`src/rtl/matmul_sequencer.sv`:
```
// rtl/matmul_sequencer.sv - job controller for the NxN systolic matrix multiply
// Latches operands, steps the orchestrator and PE array through clear/run/capture, holds the result.
module matmul_sequencer #(
   parameter int WIDTH      = 16,
   parameter int N          = 3,
   parameter int ACC_WIDTH  = 2*WIDTH + $clog2(N) + 1,
   parameter int RUN_CYCLES = 3*N - 1
) (
   input  logic                                      clk,
   input  logic                                      rst,
   input  logic                                      start,
   output logic                                      start_ready,
   input  logic                                      abort,
   input  logic signed [N-1:0][N-1:0][WIDTH-1:0]     a_in,
   input  logic signed [N-1:0][N-1:0][WIDTH-1:0]     b_in,
   output logic signed [N-1:0][N-1:0][WIDTH-1:0]     a_lat,
   output logic signed [N-1:0][N-1:0][WIDTH-1:0]     b_lat,
   output logic                                      orch_rst_n,
   output logic                                      pe_clear,
   output logic                                      pe_en,
   input  logic signed [N-1:0][N-1:0][ACC_WIDTH-1:0] pe_acc,
   output logic signed [N-1:0][N-1:0][ACC_WIDTH-1:0] result,
   output logic                                      result_valid,
   input  logic                                      result_ready,
   output logic                                      busy,
   output logic [15:0]                               job_count
);

   localparam int CW = $clog2(RUN_CYCLES) + 1;

   typedef enum logic [2:0] {IDLE, CLEAR, RUN, CAPTURE, DONE} state_t;

   state_t        state;
   logic [CW-1:0] cnt;

   // Control outputs are registered alongside the state so they never see an input combinationally.
   always_ff @(posedge clk or posedge rst) begin
      if (rst) begin
         state        <= IDLE;
         cnt          <= '0;
         a_lat        <= '0;
         b_lat        <= '0;
         result       <= '0;
         job_count    <= '0;
         orch_rst_n   <= 1'b0;
         pe_clear     <= 1'b0;
         pe_en        <= 1'b0;
         result_valid <= 1'b0;
         busy         <= 1'b0;
         start_ready  <= 1'b1;
      end else if (abort) begin
         state        <= IDLE;
         cnt          <= '0;
         orch_rst_n   <= 1'b0;
         pe_clear     <= 1'b0;
         pe_en        <= 1'b0;
         result_valid <= 1'b0;
         busy         <= 1'b0;
         start_ready  <= 1'b1;
      end else begin
         case (state)
            IDLE: begin
               if (start) begin
                  a_lat       <= a_in;
                  b_lat       <= b_in;
                  state       <= CLEAR;
                  pe_clear    <= 1'b1;
                  busy        <= 1'b1;
                  start_ready <= 1'b0;
               end
            end
            CLEAR: begin
               state      <= RUN;
               cnt        <= '0;
               pe_clear   <= 1'b0;
               orch_rst_n <= 1'b1;
               pe_en      <= 1'b1;
            end
            RUN: begin
               if (cnt == CW'(RUN_CYCLES - 1)) begin
                  state      <= CAPTURE;
                  cnt        <= '0;
                  orch_rst_n <= 1'b0;
                  pe_en      <= 1'b0;
               end else begin
                  cnt <= cnt + CW'(1);
               end
            end
            CAPTURE: begin
               result       <= pe_acc;
               state        <= DONE;
               result_valid <= 1'b1;
            end
            DONE: begin
               if (result_ready) begin
                  job_count    <= job_count + 16'd1;
                  state        <= IDLE;
                  result_valid <= 1'b0;
                  busy         <= 1'b0;
                  start_ready  <= 1'b1;
               end
            end
            default: begin
               state        <= IDLE;
               cnt          <= '0;
               orch_rst_n   <= 1'b0;
               pe_clear     <= 1'b0;
               pe_en        <= 1'b0;
               result_valid <= 1'b0;
               busy         <= 1'b0;
               start_ready  <= 1'b1;
            end
         endcase
      end
   end

endmodule
```
`config.mk`:
```
export PLATFORM = sky130hd
export DESIGN_NAME = matmul_sequencer
export DESIGN_NICKNAME = d
export VERILOG_FILES = /design/src/rtl/matmul_sequencer.sv
export SDC_FILE = /design/constraint.sdc
export NUM_CORES = 2
export LEC_CHECK = 0
export CORE_AREA = 2 2 480 482
export DETAILED_ROUTE_END_ITERATION = 8
export DIE_AREA = 0 0 482 484
export GPL_TIMING_DRIVEN = 0
export PLACE_DENSITY = 0.38
export SKIP_LAST_GASP = 1
export SLEW_MARGIN = 30
export SYNTH_ARGS = -nofsm -noshare
export SYNTH_HDL_FRONTEND = slang
export SYNTH_SLANG_ARGS = --single-unit
export TNS_END_PERCENT = 5
```
`constraint.sdc`:
```
create_clock -name clk -period 22.1 [get_ports clk]
set_clock_uncertainty 0.2 [all_clocks]
set_input_delay 4.42 -clock clk [delete_from_list [all_inputs] [get_ports clk]]
set_output_delay 4.42 -clock clk [all_outputs]
set_load 0.05 [all_outputs]
```
==> results.toml <==
[outcome]
status = "finished clean"

[setup_path]
rr_startpoint = "state[0]$_DFFE_PP0P_"
critPathCaptureType = "output pin"
startpoint_type = "flop"
worstPathRequired_ps = 17480
critPathKind = "flop to output pin"
r2r-end = "b_lat[110]$_DFFE_PP0P_"
cp_max_fo = 6
reg2reg_slack_ps = 19370
rr_worst_depth = 6
critPathArrivalTime_ps = 2310

[cells_and_area]
syn_to_final_growth_pct = 82.86
final_core_util_pct = 18.93
multi_input_area_um2 = 7438
drive_gt1_share_pct = 30.27
final_cells = 5863
fin_area_um2 = 43270
seq_area_um2 = 15790
fin_nets = 3364
nFillCells = 24960

[die]
die_h_um = 484
die_w_um = 482
row_count = 176
coreArea_um2 = 228600
start_util_pct = 10.35
ios = 1233
die-area_um2 = 233300

[sta]
max_freq_mhz = 144.2
holdWs_ps = 285.0
hold_viol_final = 0
timing.final.crit_share_pct = 31.37
tns_ps = 0
setup_ws_ps = 15170
relSlewSlack_pct = 34.73
period_minus_slack_ps = 6933
tightest_slew_ps = 976.1
slew_violations = 0
setup_viol = 0
rsz0062_at_grt = "false"

[pwr]
p_per_area_nw_per_um2 = 132.3
ir_worst_vdd_uv = 63.84
power_mw = 5.723
leakage_nw = 17.19

[synthesis]
syn_nets = 2014
syn_avg_cell_area_um2 = 16.85
syn-cell-area_um2 = 23660
synth_top_cell_by_area = "dfrtp_1"
netlist_top_cells_area = "dfrtp_1 (67%), mux2_2 (29%), buf_2 (0.89%)"
yosys_warnings = 0
yosys.cell_types.count = 38
synthDominantCellAreaShare_pct = 66.63
post-synth-top-count-cell = "dfrtp_1"
netlist_instances = 1404
synth_edf_count = 0
synthTopCellsByCount = "dfrtp_1 (630), mux2_2 (604), buf_2 (42)"
ys_seq_elements = 631
synthArstFlopShare_pct = 100.0
synth_ff_type = "dfrtp_1"
ys_seq_area_share_pct = 66.74

[min_path]
min_from = "job_count[15]$_DFFE_PP0P_"
holdCritPathClass = "flop to flop"
min_path_cells = 1
hold_end = "job_count[15]$_DFFE_PP0P_"

[place]
dp_slack_ps = 13970
placedCellCount = 5692
placed_area_um2 = 40390
dp.final_hpwl_um = 134600
port_buffers = 1232
gp_congestion = 0.8898

[clocking]
root_buffer = "clkbuf_16"
cts_hold_buf = 0
clk_latency_ps = 690
clk_path_buf_depth = 3
cts_resized = 0
cts_setup_buffers = 0
cts_tree = "done"
clkTransAtPathRegs_ps = 60
cts_buffers = 86
htreeDepth = 3
clock-sinks = 631

[global_route]
antenna_found_initial = 71
gr-total-overflow = 0
grt_pass1_vias = 19800
grt_max_degree = 28
track_usage_pct = 13.05
grt_pass1_wl_um = 201100

[route]
wl_met1_um = 58730
wl_um = 156900
drc = 0
ant_nets = 0
firstDrtPassIters = 4
routed.top_layer = "met5"
drtIter0Drc = 704
avgViaCountPerCell = 3.090
wl_met3_um = 20360
wl_met2_um = 74540
wl_per_cell_um = 26.76
vias = 18120

[run]
max-cap-violations = 0
==> area by class of cell <==
| class | instances | area share [%] |
|---|---|---|
| Sequential cell | 631 | 36.50 |
| Timing Repair Buffer | 1262 | 29.86 |
| Multi-Input combinational cell | 698 | 17.19 |
| Tap cell | 3026 | 8.751 |
| Clock buffer | 124 | 5.700 |
| Buffer | 72 | 0.9804 |
| Clock inverter | 28 | 0.8705 |
| Antenna cell | 19 | 0.1099 |
| Inverter | 3 | 0.03470 |
==> worst max path at each step <==
stage,startpoint,endpoint,cells past startpoint
after floorplan,rst,a_lat[0]$_DFFE_PP0P_,1
after global placement,rst,a_lat[41]$_DFFE_PP0P_,2
after detailed placement,abort,b_lat[80]$_DFFE_PP0P_,7
after CTS,abort,b_lat[110]$_DFFE_PP0P_,7
after global routing,abort,b_lat[106]$_DFFE_PP0P_,7
final,pe_en$_DFFE_PP0P_,pe_en,2
==> cells by family after synthesis <==
logic type,after synthesis,synth area share [%]
xor+xnor,16,0.5923
mux,605,28.79
buf+inv,75,1.840
simple gates,57,1.481
compound gates,18,0.4495
fa+ha+maj,2,0.1057
flops,631,66.74
==> layer usage <==
metal  vias to the layer above  track usage (%)
met4                        30            2.677
met5                         -                0
met3                       184            6.899
met2                       982            22.03
met1                      9204            14.46
li1                       7717                -
==> report_power, final <==
part / internal [mW] / leakage [nW] / total, mW / switching, mW
Combinational: 0.873 / 8.14 / 2.61 / 1.74
Sequential: 1.48 / 7.67 / 1.68 / 0.202
Clock: 0.837 / 1.39 / 1.43 / 0.594
Total: 3.19 / 17.2 / 5.72 / 2.53
==> placed cells by master (no fill, tap or decap), types with 4 or more instances in the layout <==
cell type / instances
diode_2: 19
clkbuf_1: 25
a21oi_1: 5
clkinv_2: 14
xor2_1: 10
buf_2: 51
clkbuf_16: 87
mux2_2: 604
buf_16: 5
dfrtp_1: 630
xnor2_1: 6
buf_4: 27
clkbuf_8: 15
clkdlybuf4s50_1: 1222
nand2_1: 15
buf_12: 25
bufinv_16: 5
nor2_1: 7
nand4_1: 4
o21ai_0: 7
nor3_1: 4
==> worst max-delay path, cell delays in order, from the launching register on <==
cell,delay [ps]
dfrtp_1,640
buf_4,190
clkdlybuf4s50_1,790
==> state kept, by name, summed over array words and instances (netlist names) <==
signal	count
b_lat	144
busy	1
start_ready	1
state	3
pe_clear	1
job_count	16
pe_en	1
cnt	4
result_valid	1
a_lat	144
result	315
Note: power is estimated with default switching activity, not from simulation.
